--- src/rtl/sparse_stream_pkg.sv ---
// ---------------------------------------------------------------------------
// sparse_stream_pkg
// Shared definitions for the sparse tile datapath stream blocks.
//   DATA_W      : stream word width (bit 16 = control flag, 15:0 = payload)
//   DONE_TOKEN  : end-of-tile control word
//   MAYBE_TOKEN : position word for a side that has no entry
//   ST_*        : joiner FSM state encodings
//   triple_t    : one output beat {coord, pos0, pos1}
//   is_data_word / is_done_token / is_stop_token : stream word classifiers
// ---------------------------------------------------------------------------
package sparse_stream_pkg;

  localparam int DATA_W = 17;

  localparam logic [DATA_W-1:0] DONE_TOKEN  = 17'h10100;
  localparam logic [DATA_W-1:0] MAYBE_TOKEN = 17'h10200;

  typedef logic [1:0] fsm_state_t;
  localparam fsm_state_t ST_IDLE = 2'd0;
  localparam fsm_state_t ST_RUN  = 2'd1;
  localparam fsm_state_t ST_DONE = 2'd2;

  typedef struct packed {
    logic [DATA_W-1:0] coord;
    logic [DATA_W-1:0] pos0;
    logic [DATA_W-1:0] pos1;
  } triple_t;

  function automatic logic is_data_word(input logic [DATA_W-1:0] w);
    return !w[DATA_W-1];
  endfunction

  function automatic logic is_done_token(input logic [DATA_W-1:0] w);
    return w == DONE_TOKEN;
  endfunction

  // Any flagged word other than DONE behaves as a stop token. Upstream only
  // produces payloads 0x00..0xFF here, so this is the Sn test.
  function automatic logic is_stop_token(input logic [DATA_W-1:0] w);
    return w[DATA_W-1] && (w != DONE_TOKEN);
  endfunction

endpackage

--- src/rtl/sparse_intersect_unit_out_reg.sv ---
// ---------------------------------------------------------------------------
// sparse_out_reg
// Three-lane output register sharing a single valid bit. The beat is only
// consumed when all three lane readies are high at once.
//   clk, clr     : clock, synchronous clear (reset or flush)
//   en           : clock enable; low freezes the register
//   out_en       : masks the presented valid (tile idle / disabled / clear)
//   load, load_data : capture a new beat (only when free)
//   ready_0..2   : per-lane downstream readies
//   data, valid  : presented beat and shared valid
//   full         : register holds a beat (unmasked)
//   free         : a new beat may be loaded this cycle
//   fire         : the held beat is handshaking out this cycle
// ---------------------------------------------------------------------------
module sparse_out_reg
  import sparse_stream_pkg::*;
(
  input  logic    clk,
  input  logic    clr,
  input  logic    en,
  input  logic    out_en,
  input  logic    load,
  input  triple_t load_data,
  input  logic    ready_0,
  input  logic    ready_1,
  input  logic    ready_2,
  output triple_t data,
  output logic    valid,
  output logic    full,
  output logic    free,
  output logic    fire
);

  logic    full_q;
  triple_t data_q;

  assign valid = full_q & out_en;
  assign fire  = valid & ready_0 & ready_1 & ready_2;
  assign free  = !full_q | fire;
  assign full  = full_q;
  assign data  = data_q;

  // A load in the same cycle as a fire keeps the register full with the new
  // beat, so back-to-back beats flow at one per cycle.
  always_ff @(posedge clk) begin
    if (clr) begin
      full_q <= 1'b0;
      data_q <= '0;
    end else if (en) begin
      if (load) begin
        full_q <= 1'b1;
        data_q <= load_data;
      end else if (fire) begin
        full_q <= 1'b0;
      end
    end
  end

endmodule

--- src/rtl/sparse_intersect_unit.sv ---
// ---------------------------------------------------------------------------
// sparse_intersect_unit
// Two-input sparse stream joiner: intersection (joiner_op=0) or union
// (joiner_op=1) of two coordinate streams, each with an aligned position
// stream. Output is {coord, pos0, pos1} with one shared valid.
//   clk, rst, flush, clk_en, tile_en, joiner_op : control
//   coord_in_i / pos_in_i (+valid/ready)        : input side i = 0,1
//   coord_out, pos_out_0, pos_out_1 (+valid/ready) : joined output
// Optional: define INTERSECT_PERF_CNT_EN to add cycle_count[63:0], which
// counts from the first input valid until the DONE beat leaves.
// ---------------------------------------------------------------------------
module sparse_intersect_unit
  import sparse_stream_pkg::*;
#(
  parameter logic [DATA_W-1:0] MAYBE_WORD = MAYBE_TOKEN
) (
  input  logic              clk,
  input  logic              rst,
  input  logic              clk_en,
  input  logic              flush,
  input  logic              tile_en,
  input  logic              joiner_op,
  input  logic [DATA_W-1:0] coord_in_0,
  input  logic              coord_in_0_valid,
  output logic              coord_in_0_ready,
  input  logic [DATA_W-1:0] coord_in_1,
  input  logic              coord_in_1_valid,
  output logic              coord_in_1_ready,
  input  logic [DATA_W-1:0] pos_in_0,
  input  logic              pos_in_0_valid,
  output logic              pos_in_0_ready,
  input  logic [DATA_W-1:0] pos_in_1,
  input  logic              pos_in_1_valid,
  output logic              pos_in_1_ready,
  output logic [DATA_W-1:0] coord_out,
  output logic              coord_out_valid,
  input  logic              coord_out_ready,
  output logic [DATA_W-1:0] pos_out_0,
  output logic              pos_out_0_valid,
  input  logic              pos_out_0_ready,
  output logic [DATA_W-1:0] pos_out_1,
  output logic              pos_out_1_valid,
  input  logic              pos_out_1_ready
`ifdef INTERSECT_PERF_CNT_EN
  ,
  output logic [63:0]       cycle_count
`endif
);

  logic       clr;
  logic       present_0, present_1;
  logic       decide;
  logic       pop_0, pop_1, emit, emit_done;
  triple_t    next_beat;
  triple_t    stage_data;
  logic       stage_valid, stage_full, stage_free, stage_fire;
  fsm_state_t state;

  logic d0, d1, done0, done1, stop0, stop1;

  assign clr       = rst | flush;
  assign present_0 = coord_in_0_valid & pos_in_0_valid;
  assign present_1 = coord_in_1_valid & pos_in_1_valid;

  assign d0    = is_data_word(coord_in_0);
  assign d1    = is_data_word(coord_in_1);
  assign done0 = is_done_token(coord_in_0);
  assign done1 = is_done_token(coord_in_1);
  assign stop0 = is_stop_token(coord_in_0) & !done0;
  assign stop1 = is_stop_token(coord_in_1) & !done1;

  // One decision per cycle, only with both heads present and room downstream.
  assign decide = (state == ST_RUN) & present_0 & present_1 & stage_free &
                  clk_en & tile_en & !clr;

  // Join decision on the two head words. In intersect mode an unmatched data
  // word is simply discarded; in union mode it is emitted with a MAYBE
  // word in the absent side's position lane.
  always_comb begin
    pop_0     = 1'b0;
    pop_1     = 1'b0;
    emit      = 1'b0;
    emit_done = 1'b0;
    next_beat = '{coord: coord_in_0, pos0: pos_in_0, pos1: pos_in_1};
    if (d0 && d1) begin
      if (coord_in_0[15:0] == coord_in_1[15:0]) begin
        pop_0 = 1'b1;
        pop_1 = 1'b1;
        emit  = 1'b1;
      end else if (coord_in_0[15:0] < coord_in_1[15:0]) begin
        pop_0     = 1'b1;
        emit      = joiner_op;
        next_beat = '{coord: coord_in_0, pos0: pos_in_0, pos1: MAYBE_WORD};
      end else begin
        pop_1     = 1'b1;
        emit      = joiner_op;
        next_beat = '{coord: coord_in_1, pos0: MAYBE_WORD, pos1: pos_in_1};
      end
    end else if (d0) begin
      pop_0     = 1'b1;
      emit      = joiner_op;
      next_beat = '{coord: coord_in_0, pos0: pos_in_0, pos1: MAYBE_WORD};
    end else if (d1) begin
      pop_1     = 1'b1;
      emit      = joiner_op;
      next_beat = '{coord: coord_in_1, pos0: MAYBE_WORD, pos1: pos_in_1};
    end else if (done0 && done1) begin
      pop_0     = 1'b1;
      pop_1     = 1'b1;
      emit      = 1'b1;
      emit_done = 1'b1;
      next_beat = '{coord: DONE_TOKEN, pos0: DONE_TOKEN, pos1: DONE_TOKEN};
    end else if (done0 && stop1) begin
      pop_1 = 1'b1;
    end else if (stop0 && done1) begin
      pop_0 = 1'b1;
    end else begin
      // Both stop tokens: side 0's level wins if they disagree.
      pop_0     = 1'b1;
      pop_1     = 1'b1;
      emit      = 1'b1;
      next_beat = '{coord: coord_in_0, pos0: coord_in_0, pos1: coord_in_0};
    end
  end

  assign coord_in_0_ready = decide & pop_0;
  assign pos_in_0_ready   = decide & pop_0;
  assign coord_in_1_ready = decide & pop_1;
  assign pos_in_1_ready   = decide & pop_1;

  sparse_out_reg u_out_reg (
    .clk       (clk),
    .clr       (clr),
    .en        (clk_en),
    .out_en    (tile_en & clk_en & !clr),
    .load      (decide & emit),
    .load_data (next_beat),
    .ready_0   (coord_out_ready),
    .ready_1   (pos_out_0_ready),
    .ready_2   (pos_out_1_ready),
    .data      (stage_data),
    .valid     (stage_valid),
    .full      (stage_full),
    .free      (stage_free),
    .fire      (stage_fire)
  );

  assign coord_out       = stage_data.coord;
  assign pos_out_0       = stage_data.pos0;
  assign pos_out_1       = stage_data.pos1;
  assign coord_out_valid = stage_valid;
  assign pos_out_0_valid = stage_valid;
  assign pos_out_1_valid = stage_valid;

  // Tile sequencing: the DONE state holds off new decisions until the DONE
  // beat has left the output register, so tiles never interleave.
  always_ff @(posedge clk) begin
    if (clr) begin
      state <= ST_IDLE;
    end else if (clk_en) begin
      case (state)
        ST_IDLE: if (tile_en) state <= ST_RUN;
        ST_RUN:  if (decide && emit_done) state <= ST_DONE;
        ST_DONE: if (!stage_full) state <= ST_RUN;
        default: state <= ST_IDLE;
      endcase
    end
  end

`ifdef INTERSECT_PERF_CNT_EN
  logic perf_started, perf_stopped, any_in_valid;

  assign any_in_valid = coord_in_0_valid | coord_in_1_valid |
                        pos_in_0_valid | pos_in_1_valid;

  // Counting includes the first valid cycle and the DONE handshake cycle.
  always_ff @(posedge clk) begin
    if (clr) begin
      cycle_count  <= 64'd0;
      perf_started <= 1'b0;
      perf_stopped <= 1'b0;
    end else if (clk_en) begin
      if (any_in_valid) perf_started <= 1'b1;
      if ((perf_started || any_in_valid) && !perf_stopped)
        cycle_count <= cycle_count + 64'd1;
      if (stage_fire && (stage_data.coord == DONE_TOKEN))
        perf_stopped <= 1'b1;
    end
  end
`endif

endmodule

--- config.mk ---
export PLATFORM = sky130hd
export DESIGN_NAME = sparse_intersect_unit
export DESIGN_NICKNAME = d
export VERILOG_FILES = /design/src/rtl/sparse_stream_pkg.sv /design/src/rtl/sparse_intersect_unit_out_reg.sv /design/src/rtl/sparse_intersect_unit.sv
export SDC_FILE = /design/constraint.sdc
export NUM_CORES = 1
export LEC_CHECK = 0
export ABC_AREA = 1
export CAP_MARGIN = 20
export CORE_ASPECT_RATIO = 1.75
export CORE_MARGIN = 2
export CORE_UTILIZATION = 47
export DETAILED_ROUTE_END_ITERATION = 8
export PLACE_DENSITY_LB_ADDON = 0.05
export SLEW_MARGIN = 40
export SYNTH_ARGS = -nofsm -noshare
export SYNTH_HDL_FRONTEND = slang
export SYNTH_SLANG_ARGS = --single-unit
--- constraint.sdc ---
create_clock -name clk -period 2.55 [get_ports clk]
set_clock_uncertainty 0.1 [all_clocks]
set_input_delay 0.255 -clock clk [delete_from_list [all_inputs] [get_ports clk]]
set_output_delay 0.255 -clock clk [all_outputs]
set_load 0.01 [all_outputs]
* Word level (Yosys, flattened, before mapping)
Cells that the tools add are included.
Cells by class: reduce and logical (&&, ||, !) cells 18, equality and inequality tests 10, bitwise logic cells 21, order comparisons 1, multiplexer cells 39
Operators by type and width (count):
- $mux 51 | 5
- $mux 34 | 2
- $mux 50 | 1
- $eq 17x17->1 const B | 2
- $ne 17x17->1 const B | 2
- $mux 1 | 27
- $and 1x1->1 | 19
- $eq 16x16->1 | 1
- $lt 16x16->1 | 1
- $logic_and 1x1->1 | 7
- $logic_not 1->1 | 6
- $mux 2 | 3
- $pmux 2 s3 | 1
- $ne 2x2->1 const B | 2
- $reduce_and 2->1 | 2
- $reduce_and 4->1 | 1
- $eq 2x1->1 const B | 1
- $eq 2x2->1 const B | 1
- $logic_not 2->1 | 1
- $ne 2x1->1 const B | 1
- $or 1x1->1 | 2
- $reduce_bool 2->1 | 1
Storage, ports and cells: output and inout port bits 58, register bits 54

* Logic depth before layout (Yosys ltp)
Gate-level depths: netlist of the first run.
word-level depth 15, gate-level depth with buffers 16

* By module
From an unflattened synthesis of the first run, not the netlist that was laid out.
Second synthesis, totals: cell total of the unflattened synthesis 736, area total of the unflattened synthesis 4312.9 µm²
By module, submodules not included:
- sparse_intersect_unit | area each 2496.1 µm², times used 1, cells an instance 504, seq. area each 40.0 µm²
- sparse_out_reg | area each 1816.7 µm², times used 1, cells an instance 232, seq. area each 1041.0 µm²

* Worst setup path after synthesis of the first run
OpenSTA, ideal clock, no wires.
kind input port to output port, from in coord_in_1[15], to out pos_in_0_ready, slack 338 ps, data required time 2195 ps, cell stages on the path 12, buffers on the path 2, data arrival time 1857 ps, cell sequence inv_1 ha_1 nand2_1 nor2_1 nand2_1 nor2_2 inv_2 nand2_1 buf_2 o21ai_0 nor2_1 buf_4
On the way: cells in the longest elaborated chain, start to end 10, elaborated cells between the ends (all ways) 17, those cells by class order compare (1); eq/ne (3); mux (7); bitwise (2); reduce/logical (4)
Ends and longest elaborated chain:
- from (decl) | RTL line sparse_intersect_unit.sv:26 | input logic [DATA_W-1:0] coord_in_1,
- $ne 17x17->1 / $eq 17x17->1 (equally long branches) | RTL line sparse_stream_pkg.sv:40, sparse_stream_pkg.sv:34
- $logic_and 1x1->1 / $logic_not 1->1 (equally long branches) | RTL line sparse_stream_pkg.sv:40, sparse_intersect_unit.sv:70
- $and 1x1->1 | RTL line sparse_intersect_unit.sv:70 | assign stop1 = is_stop_token(coord_in_1) & !done1;
- $logic_and 1x1->1 | RTL line sparse_intersect_unit.sv:113 | end else if (done0 && stop1) begin
- $mux 1 | RTL line sparse_intersect_unit.sv:113
- $mux 1 | RTL line sparse_intersect_unit.sv:107 | end else if (done0 && done1) begin
- $mux 1 | RTL line sparse_intersect_unit.sv:103 | end else if (d1) begin
- $mux 1 | RTL line sparse_intersect_unit.sv:99 | end else if (d0) begin
- $mux 1 (*) | RTL line sparse_intersect_unit.sv:85 | if (d0 && d1) begin
- $and 1x1->1 (*)
- to (decl) | RTL line sparse_intersect_unit.sv:31 | output logic pos_in_0_ready,
Every way passes the cells marked *; elsewhere a longest branch is shown, timed or not.

* Worst setup path after layout of the first run
from in coord_in_0[14], to reg u_out_reg.data_q (netlist bit u_out_reg.data[45])
On the way: cells in the longest elaborated chain, start to end 12, elaborated cells between the ends (all ways) 25, those cells by class order compare (1); eq/ne (3); mux (13); bitwise (2); reduce/logical (6)
Ends and longest elaborated chain:
- from (decl) | RTL line sparse_intersect_unit.sv:23 | input logic [DATA_W-1:0] coord_in_0,
- $ne 17x17->1 / $eq 17x17->1 (equally long branches) | RTL line sparse_stream_pkg.sv:40, sparse_stream_pkg.sv:34
- $logic_and 1x1->1 / $logic_not 1->1 (equally long branches) | RTL line sparse_stream_pkg.sv:40, sparse_intersect_unit.sv:69
- $and 1x1->1 | RTL line sparse_intersect_unit.sv:69 | assign stop0 = is_stop_token(coord_in_0) & !done0;
- $logic_and 1x1->1 | RTL line sparse_intersect_unit.sv:115 | end else if (stop0 && done1) begin
- $mux 1 | RTL line sparse_intersect_unit.sv:115
- $mux 1 | RTL line sparse_intersect_unit.sv:113
- $mux 1 | RTL line sparse_intersect_unit.sv:107
- $mux 1 | RTL line sparse_intersect_unit.sv:103
- $mux 1 | RTL line sparse_intersect_unit.sv:99
- $mux 1 | RTL line sparse_intersect_unit.sv:85
- $and 1x1->1 | RTL line sparse_intersect_unit.sv:136 | .load (decide & emit),
- $reduce_and 2->1 (no source line)
- to (signal assigned) | RTL line sparse_intersect_unit_out_reg.sv:52 | data_q <= load_data;
- to (decl) | RTL line sparse_intersect_unit_out_reg.sv:35 | triple_t data_q;
Parallel ways exist; a longest one is shown, timed or not. A chain may end at the register's enable or synchronous reset.

==> metrics.txt, run 1 <==
CTS H-tree lvls=2; clk_lat worst skew=300 ps; Final Cycle Share=97.7%; Worst Setup Path Type=input port to register; Max VDD drop=0.281 mV; top cells by area, synth=dfxtp_1, nand2_1, nor2_1, o21ai_0, nand3_1; total CTS buffers=5; Async SR Flop Fraction=0%; Pint=0.00151 W; pre-CTS WS=-461 ps; DRT iter0 DRCs=405; Worst Path Max Fanout=7; first-pass GRT wire length=25600 µm; core area=0.00898 mm²; Worst R2R Start=state[1]; Die Area=0.00994 mm²; crit-path max cell delay=490 ps; chip width=76.2 µm; Slew Limit Fails=0; slew at the pin closest to its max-slew limit=467 ps; Total Power=0.00219 W; crit-path cells=clkdlybuf4s50_1, buf_4, nor2_2, nand2_1, nor2_2, nand2_2, nand3_4, buf_4, nand2_4, nor2_4, buf_2, o21ai_0, nor2_1, nor2_1; total I/O pin count=139; Hold Path Origin=coord_in_1[8]; vias post-DR=5666; Worst Reg-to-Reg Cells=9; clock root buffer=clkbuf_16; Initial Util=47.8%; largest net degree at the start of global routing=39; Gate Count Post-Synth=704; Max clock buf depth=2; ANT nets after route=0; syn nets=801; Crit. Startpoint=coord_in_0[14]; Comb pwr share=27.6%; final cell count without fillers=1026; dominant cell type by area after synthesis=dfxtp_1; share of cells above drive strength 1=20.5%; gpl congestion=0.912; DRT Pass-1 Iters=6; switching power=0.000680 W; Critical Path AT=2580 ps; port buffer count=138; CTS tree=done; critical path capture point type=register; post-route minimum period=2490 ps; Diodes inserted=0; PD cells=324 mW/mm²; vias per std cell=5.52; FF-to-FF setup slack=460 ps; Die Y=130 µm; slew margin rel.=68.8%; worst min path class=input port to register; Hold Path Sink=u_out_reg.data[42]; Area growth syn-to-layout=57.4%; DRC viols=0; GRT overflow=0; RR Endpoint=u_out_reg.data[45]; Primary FF master, synth=dfxtp_1; Post-synth EDFFs=0; WL/cell=16.5 µm; Netlist cell types=39; Flop pwr share=38.6%; setup ws final=59.0 ps; clock share of power=33.9%; Total Routing Usage GR=32.2%; row cnt=46; clock tree sinks=54; Worst Hold Depth=6; RSZ-0062 raised after global routing=true; fmax=401 MHz; Final HPWL DP=12800 µm; initial antenna violation count=0; fin area=0.00675 mm²; Placed Area=0.00636 mm²; Syn Area/Cell=6.09 µm²; DP Cell Count=1016; status=finished, final reports clean; Post-Syn Area=0.00429 mm²; Worst path slowest cell=clkdlybuf4s50_1; FF+latch count, synth=54; Reg clk slew, reported paths=80 ps; yosys warns=0; maxcap violations=0; CP startpoint kind=input port; vias in the first global route=5398; Seq/Total Area, Yosys=25.2%; Total Wirelength=17000 µm; Total Nets Final=1002; Final Hold Viols=0; sw frac=31.1%; required time of the worst setup path=2640 ps; Pleak=3.14 nW; top cell type's share of synthesized area=25.2%; Setup violations, final=0
-- worst max-delay path: cells and delay by family --
kind	cells	cell delay [ps]
compound gates	1	100
buf+inv	4	1110
simple gates	9	1120
-- layout make-up --
type / instances / area (µm²)
Multi-Input combinational cell: 530 / 2840
Fill cell: 730 / 2230
Timing Repair Buffer: 234 / 2210
Clock buffer: 5 / 125
Tap cell: 120 / 150
Clock inverter: 3 / 28.8
Sequential cell: 54 / 1080
Inverter: 80 / 318
-- worst max-delay path by stage --
| stage | to | slack, ps | cells past startpoint |
|---|---|---|---|
| finish | u_out_reg.data[45] | 60 | 14 |
| global route | u_out_reg.data[35] | -40 | 15 |
| CTS | u_out_reg.data[19] | 30 | 17 |
| detailed placement | coord_in_0_ready | -460 | 11 |
| global placement | pos_in_1_ready | -420 | 12 |
| floorplan | pos_in_0_ready | 340 | 12 |
-- cell usage in the layout (no fill, tap or decap), types with 2 or more instances in the layout --
| cell type | n |
|---|---|
| ha_4 | 9 |
| nor3_1 | 2 |
| dlymetal6s2s_1 | 14 |
| nor2_4 | 5 |
| inv_8 | 3 |
| buf_12 | 7 |
| clkinv_4 | 2 |
| nand2_4 | 2 |
| buf_2 | 5 |
| o21ai_1 | 22 |
| clkdlybuf4s50_1 | 120 |
| nand3_1 | 63 |
| nor2_2 | 11 |
| clkinv_1 | 3 |
| nand2_1 | 137 |
| a21oi_2 | 10 |
| a21oi_1 | 30 |
| nor2_1 | 121 |
| o21bai_1 | 5 |
| nand2_8 | 3 |
| o21ai_0 | 62 |
| inv_1 | 58 |
| inv_2 | 16 |
| dfxtp_1 | 54 |
| clkbuf_16 | 5 |
| o21ai_2 | 7 |
| a22oi_1 | 14 |
| nand2_2 | 9 |
| ha_1 | 7 |
| o211ai_1 | 2 |
| buf_4 | 86 |
-- logic make-up after synthesis --
kind of cell / count (synthesis) / synth area share (%)
AND/OR/NAND/NOR: 360 / 36.4
AO/OA/AOI/OAI: 154 / 20.6
buffers and inverters: 120 / 13.2
flip-flops: 54 / 25.2
adder cells (fa/ha/maj): 16 / 4.67
-- synthesized netlist by cell type (3+ instances only) --
master and n:
a21oi_2 8, buf_4 6, clkbuf_1 15, o21ai_2 7, clkinv_1 3, o21ai_1 18
nor2_1 131, nand3_1 63, buf_6 6, nand2_8 3, dfxtp_1 54, ha_1 16
nand2_1 144, o21bai_1 5, a22oi_1 14, o21ai_0 66, inv_1 64, nor2_2 5
nand2_2 4, a21oi_1 32, inv_2 10, buf_2 10
-- routing by layer --
layer,vias up,global-route usage (%),share of wire (%)
met1,2601,32.5,34
li1,2675,-,-
met3,82,3.98,5.8
met5,-,0,0
met4,0,20.4,6.2
met2,308,62.2,54
-- per-stage QoR --
step	utilization [%]	hold WS (ps)	TNS, ps
CTS	72.5	379	0
finish	75.2	353	0
global route	75.2	404	-112
global placement	70.8	350	-12190
floorplan	-	284	0
detailed placement	70.8	369	-15360
-- state kept, by name, indices dropped and copies added, names as in the netlist --
signal / cells
u_out_reg.data: 51
u_out_reg.full: 1
state: 2
-- repair_timing --
action / in CTS / in global routing
endpoints found under the setup margin: 6 / 52
pin swaps: 4 / 9
resized for setup: 23 / 56
hold buffers: 0 / 0
endpoints found under the hold margin: 0 / 0
cloned: 0 / 1
buffers inserted: 0 / 1
-- power groups by stage --
stage / combinational [W] / clock [W] / sequential (W)
2_1_floorplan: 0.000228 / 0 / 0.000863
3_3_place_gp: 0.000537 / 0 / 0.000863
3_5_place_dp: 0.000549 / 0 / 0.000863
4_1_cts: 0.000554 / 0.000754 / 0.000843
5_1_grt: 0.000648 / 0.000780 / 0.000844
6_report: 0.000603 / 0.000741 / 0.000843
Note: power is estimated with default switching activity, not from simulation.
==> run 2, diff against run 1 <==
--- a/config.mk
+++ b/config.mk
@@ -8,7 +8,7 @@
 export ABC_AREA = 1
 export CAP_MARGIN = 20
 export CORE_ASPECT_RATIO = 1.75
-export CORE_MARGIN = 2
+export CORE_MARGIN = 3
 export CORE_UTILIZATION = 47
 export DETAILED_ROUTE_END_ITERATION = 8
 export PLACE_DENSITY_LB_ADDON = 0.05
@@ -16,3 +16,4 @@
 export SYNTH_ARGS = -nofsm -noshare
 export SYNTH_HDL_FRONTEND = slang
 export SYNTH_SLANG_ARGS = --single-unit
+export TNS_END_PERCENT = 50
==> metrics.txt, run 2 (synthesized netlist as in run 1, its figures left out) <==
CP startpoint kind=input port; clk_lat worst skew=300 ps; WL/cell=16.1 µm; total CTS buffers=5; slew margin rel.=58.9%; Total Nets Final=997; worst path bufs/invs=4; total I/O pin count=139; GRT overflow=0; Total Wirelength=16400 µm; CTS tree=done; row cnt=45; Worst Setup Path Type=input port to register; CTS H-tree lvls=2; slew at the pin closest to its max-slew limit=616 ps; vias per std cell=5.40; PD cells=322 mW/mm²; Crit path top cell by count=nor2_1; largest net degree at the start of global routing=39; required time of the worst setup path=2640 ps; ANT nets after route=0; Setup violations, final=0; Final HPWL DP=12300 µm; clock root buffer=clkbuf_16; initial antenna violation count=0; status=finished, final reports clean; Largest register FFs=51; crit-path max cell delay=500 ps; Area growth syn-to-layout=55.1%; Die Y=132 µm; Worst path slowest cell=clkdlybuf4s50_1; Die Area=0.0104 mm²; Reg clk slew, reported paths=80 ps; DRT iter0 DRCs=353; Pleak=3.05 nW; first-pass GRT wire length=25500 µm; gpl congestion=0.901; Diodes inserted=0; vias in the first global route=5467; crit-path cells=clkdlybuf4s50_1, ha_4, nand2_1, nor2_2, nand2_2, nor2_4, buf_4, nor2_1, nand2_1, nand3_2, nor2_4, buf_12, buf_12, o21ai_1, nor2_1, nor2_1; post-route minimum period=2470 ps; Max VDD drop=0.343 mV; Slew Limit Fails=0; RSZ-0062 raised after global routing=true; clock tree sinks=54; Final Cycle Share=97.1%; Max clock buf depth=2; share of cells above drive strength 1=18.8%; Worst Path Max Fanout=9; CP top delay family=simple AND/OR/NAND/NOR gates; Initial Util=48.8%; Final Hold Viols=0; final cell count without fillers=1018; chip width=78.2 µm; commonest non-fill, non-tap cells in the layout=nand2_1, clkdlybuf4s50_1, nor2_1; DRC viols=0; Total Routing Usage GR=30.7%; worst min path class=register to register; Critical Path AT=2570 ps; DRT Pass-1 Iters=5; maxcap violations=0; vias post-DR=5499; core area=0.00878 mm²; hold slack=370 ps; critical path capture point type=register; port buffer count=138; DP Cell Count=1005; fmax=404 MHz; commonest non-fill, non-tap cell in the layout=nand2_1
## run 2: final cells by class
cell class              count  area, µm²
inverters                  80        318
clock buffers               5        125
repair buffers            229       2190
multi-input cells         530       2770
well taps                 117        146
fillers                   724       2130
clock inverters             3       23.8
flip-flops and latches     54       1080
## run 2: per-stage QoR
step / instance area (µm²) / util (%) / total power [W] / worst slack [ps] / TNS [ps]
3_3_place_gp: 6270 / 71.4 / 0.00138 / -437 / -12220
3_5_place_dp: 6280 / 71.5 / 0.00139 / -521 / -14770
6_report: 6650 / 75.8 / 0.00215 / 75.1 / 0
5_1_grt: 6650 / 75.8 / 0.00224 / -55.5 / -98.2
4_1_cts: 6440 / 73.3 / 0.00212 / 38.6 / 0
2_1_floorplan: 4290 / - / 0.00109 / 338 / 0
## run 2: final timing paths
check | slack [ps] | to | cells after the start | start
worst min register to register | 370 | u_out_reg.data[50] | 2 | u_out_reg.data[50]
worst max-delay path | 80 | u_out_reg.data[35] | 16 | coord_in_0[15]
worst min-delay path | 370 | u_out_reg.data[50] | 2 | u_out_reg.data[50]
worst max register to register | 540 | u_out_reg.data[35] | 11 | state[1]
## run 2: worst register-to-register path, cell delays in order (launching register included)
cell and delay (ps):
dfxtp_1 330, inv_1 110, nand3_1 130, nor3b_1 240
buf_4 170, nand3_2 110, nor2_4 140, buf_12 160
buf_12 130, o21ai_1 60, nor2_1 170, nor2_1 60
## run 2: layer usage
metal | up-vias | wire [µm] | global-route usage [%]
met5 | - | 0 | 0
met4 | 0 | 935 | 19.8
met3 | 63 | 883 | 3.63
met2 | 250 | 8690 | 56.1
met1 | 2518 | 5920 | 32.3
li1 | 2668 | - | -
## run 2: report_power, final
| group | leakage [nW] | internal [W] | switching [W] |
|---|---|---|---|
| combinational | 2.55 | 0.000280 | 0.000298 |
| clock | 0.0664 | 0.000369 | 0.000355 |
| sequential | 0.435 | 0.000843 | 0.000000518 |
| total | 3.05 | 0.00149 | 0.000654 |
## run 2: what timing repair did
action / in CTS / in global routing
hold endpoints to repair: 0 / 0
resized for setup: 24 / 33
hold buffers: 0 / 0
endpoints found under the setup margin: 11 / 43
cloned: 0 / 3
pin swaps: 7 / 21
setup buffers: 1 / 1
==> run 3, diff against run 2 <==
--- a/config.mk
+++ b/config.mk
@@ -7,7 +7,6 @@
 export LEC_CHECK = 0
 export ABC_AREA = 1
 export CAP_MARGIN = 20
-export CORE_ASPECT_RATIO = 1.75
 export CORE_MARGIN = 3
 export CORE_UTILIZATION = 47
 export DETAILED_ROUTE_END_ITERATION = 8
==> metrics.txt, run 3 (synthesized netlist as in run 1, its figures left out) <==
switching power=0.000637 W; initial antenna violation count=0; Area growth syn-to-layout=49.9%; DRC viols=0; RR Endpoint=u_out_reg.data[3]; ANT nets after route=0; worst path bufs/invs=5; clock share of power=30.9%; clock root buffer=clkbuf_8; Hold Path Origin=coord_in_1[14]; WL/cell=15.8 µm; CP startpoint kind=input port; crit-path cells=clkdlybuf4s50_1, inv_1, ha_4, nand2_2, o21ai_2, a21oi_2, buf_4, buf_4, nand3_2, nand2_2, a21oi_2, buf_2; core area=0.00881 mm²; final cell count without fillers=994; Largest register FFs=51; Worst path slowest cell=clkdlybuf4s50_1; Die Y=102 µm; maxcap violations=0; row cnt=34; worst min path class=input port to register; gpl congestion=0.949; Hold Path Sink=u_out_reg.data[48]; Final Cycle Share=98.3%; Reg clk slew, reported paths=110 ps; CTS tree=done; slew at the pin closest to its max-slew limit=447 ps; port buffer count=138; vias per std cell=5.44; total I/O pin count=139; chip width=102 µm; fin util=73.0%; PD cells=320 mW/mm²; Max VDD drop=0.288 mV; fmax=399 MHz; Critical Path AT=2150 ps; Total Routing Usage GR=29.2%; Total Nets Final=982; commonest non-fill, non-tap cell in the layout=nand2_1; post-route minimum period=2510 ps; status=finished, final reports clean; Setup violations, final=0; slew margin rel.=70.2%; Setup TNS=0 ps; DP Cell Count=985; Worst Path Max Fanout=2; Comb pwr share=28.0%; crit-path max cell delay=490 ps; required time of the worst setup path=2190 ps; largest net degree at the start of global routing=39; clk_lat worst skew=310 ps; first-pass GRT wire length=24100 µm; Flop pwr share=41.1%; Worst R2R Start=state[1]; Slew Limit Fails=0; Worst Setup Path Type=input port to output port; Worst Reg-to-Reg Cells=9; sw frac=31.0%; Pleak=2.92 nW; DRT iter0 DRCs=362; Final Hold Viols=0; Initial Util=48.7%; Pint=0.00142 W; clock tree sinks=54; critical path capture point type=output port; Worst Hold Depth=5; Diodes inserted=0; Max clock buf depth=2; total CTS buffers=5; Final HPWL DP=12100 µm; CP top delay family=buffers and inverters; DRT Pass-1 Iters=6; FF-to-FF setup slack=640 ps; CTS H-tree lvls=2; GRT overflow=0; Die Area=0.0103 mm²; commonest non-fill, non-tap cells in the layout=nand2_1, clkdlybuf4s50_1, nor2_1; vias post-DR=5404; share of cells above drive strength 1=17.9%; vias in the first global route=5203; Total Wirelength=15700 µm
-- run 3: cell types whose count changed in the layout (fill, tap and decap cells not counted), sizes merged, moves of 2 or more --
cell	delta
clkdlybuf4s50	+3
buf	-13
clkbuf	-2
clkinvlp	-2
dlymetal6s2s	-3
clkinv	+2
-- run 3: metrics by stage --
step | setup slack (ps) | area, µm² | power, W | hold WS (ps)
3_5_place_dp | -427 | 6180 | 0.00139 | 372
6_report | 43.7 | 6430 | 0.00206 | 353
2_1_floorplan | 338 | 4290 | 0.00109 | 284
4_1_cts | -35.2 | 6320 | 0.00202 | 390
3_3_place_gp | -403 | 6180 | 0.00138 | 354
5_1_grt | -47.5 | 6430 | 0.00214 | 344
-- run 3: worst max-delay path by stage --
| stage | start | to | slack, ps | depth (start not counted) |
|---|---|---|---|---|
| 2_1_floorplan | coord_in_1[15] | pos_in_0_ready | 340 | 12 |
| 3_3_place_gp | coord_in_1[9] | pos_in_1_ready | -400 | 13 |
| 3_5_place_dp | coord_in_1[9] | coord_in_1_ready | -430 | 13 |
| 4_1_cts | coord_in_1[9] | coord_in_1_ready | -40 | 14 |
| 5_1_grt | coord_in_0[15] | u_out_reg.data[8] | -50 | 17 |
| 6_report | coord_in_1[15] | coord_in_1_ready | 40 | 12 |
-- run 3: power groups by stage --
stage                     registers, W  logic [W]  clock network (W)
final                         0.000844   0.000576           0.000635
after global routing          0.000845   0.000624           0.000673
after CTS                     0.000844   0.000539           0.000639
after detailed placement      0.000864   0.000528                  0
after global placement        0.000863   0.000514                  0
after floorplan               0.000863   0.000228                  0
-- run 3: cell type report --
type / instances / area, µm²
sequential: 54 / 1080
fill: 734 / 2380
inverter: 80 / 323
clock inverter: 3 / 47.5
clock buffer: 5 / 68.8
timing repair buffer: 214 / 1990
multi-input combinational: 530 / 2780
tap: 108 / 135
-- run 3: what timing repair did --
action	in CTS	in global routing
hold buffers	0	0
setup endpoints to repair	4	40
hold endpoints to repair	0	0
pin swaps	4	8
gates resized for setup	23	31
setup buffers	1	0
-- run 3: per-layer routing --
layer,GRT usage (%),up-vias,part of all wire [%]
met5,0,-,0
li1,-,2627,-
met1,37.4,2487,43
met4,7.06,0,1.5
met2,52.0,258,49
met3,3.72,32,7.3
-- run 3: tightest hold or removal path: stages --
cell and delay, ps:
dlymetal6s2s_1 150, inv_2 70, o21ai_0 90, nor2_1 120, nor2_1 50
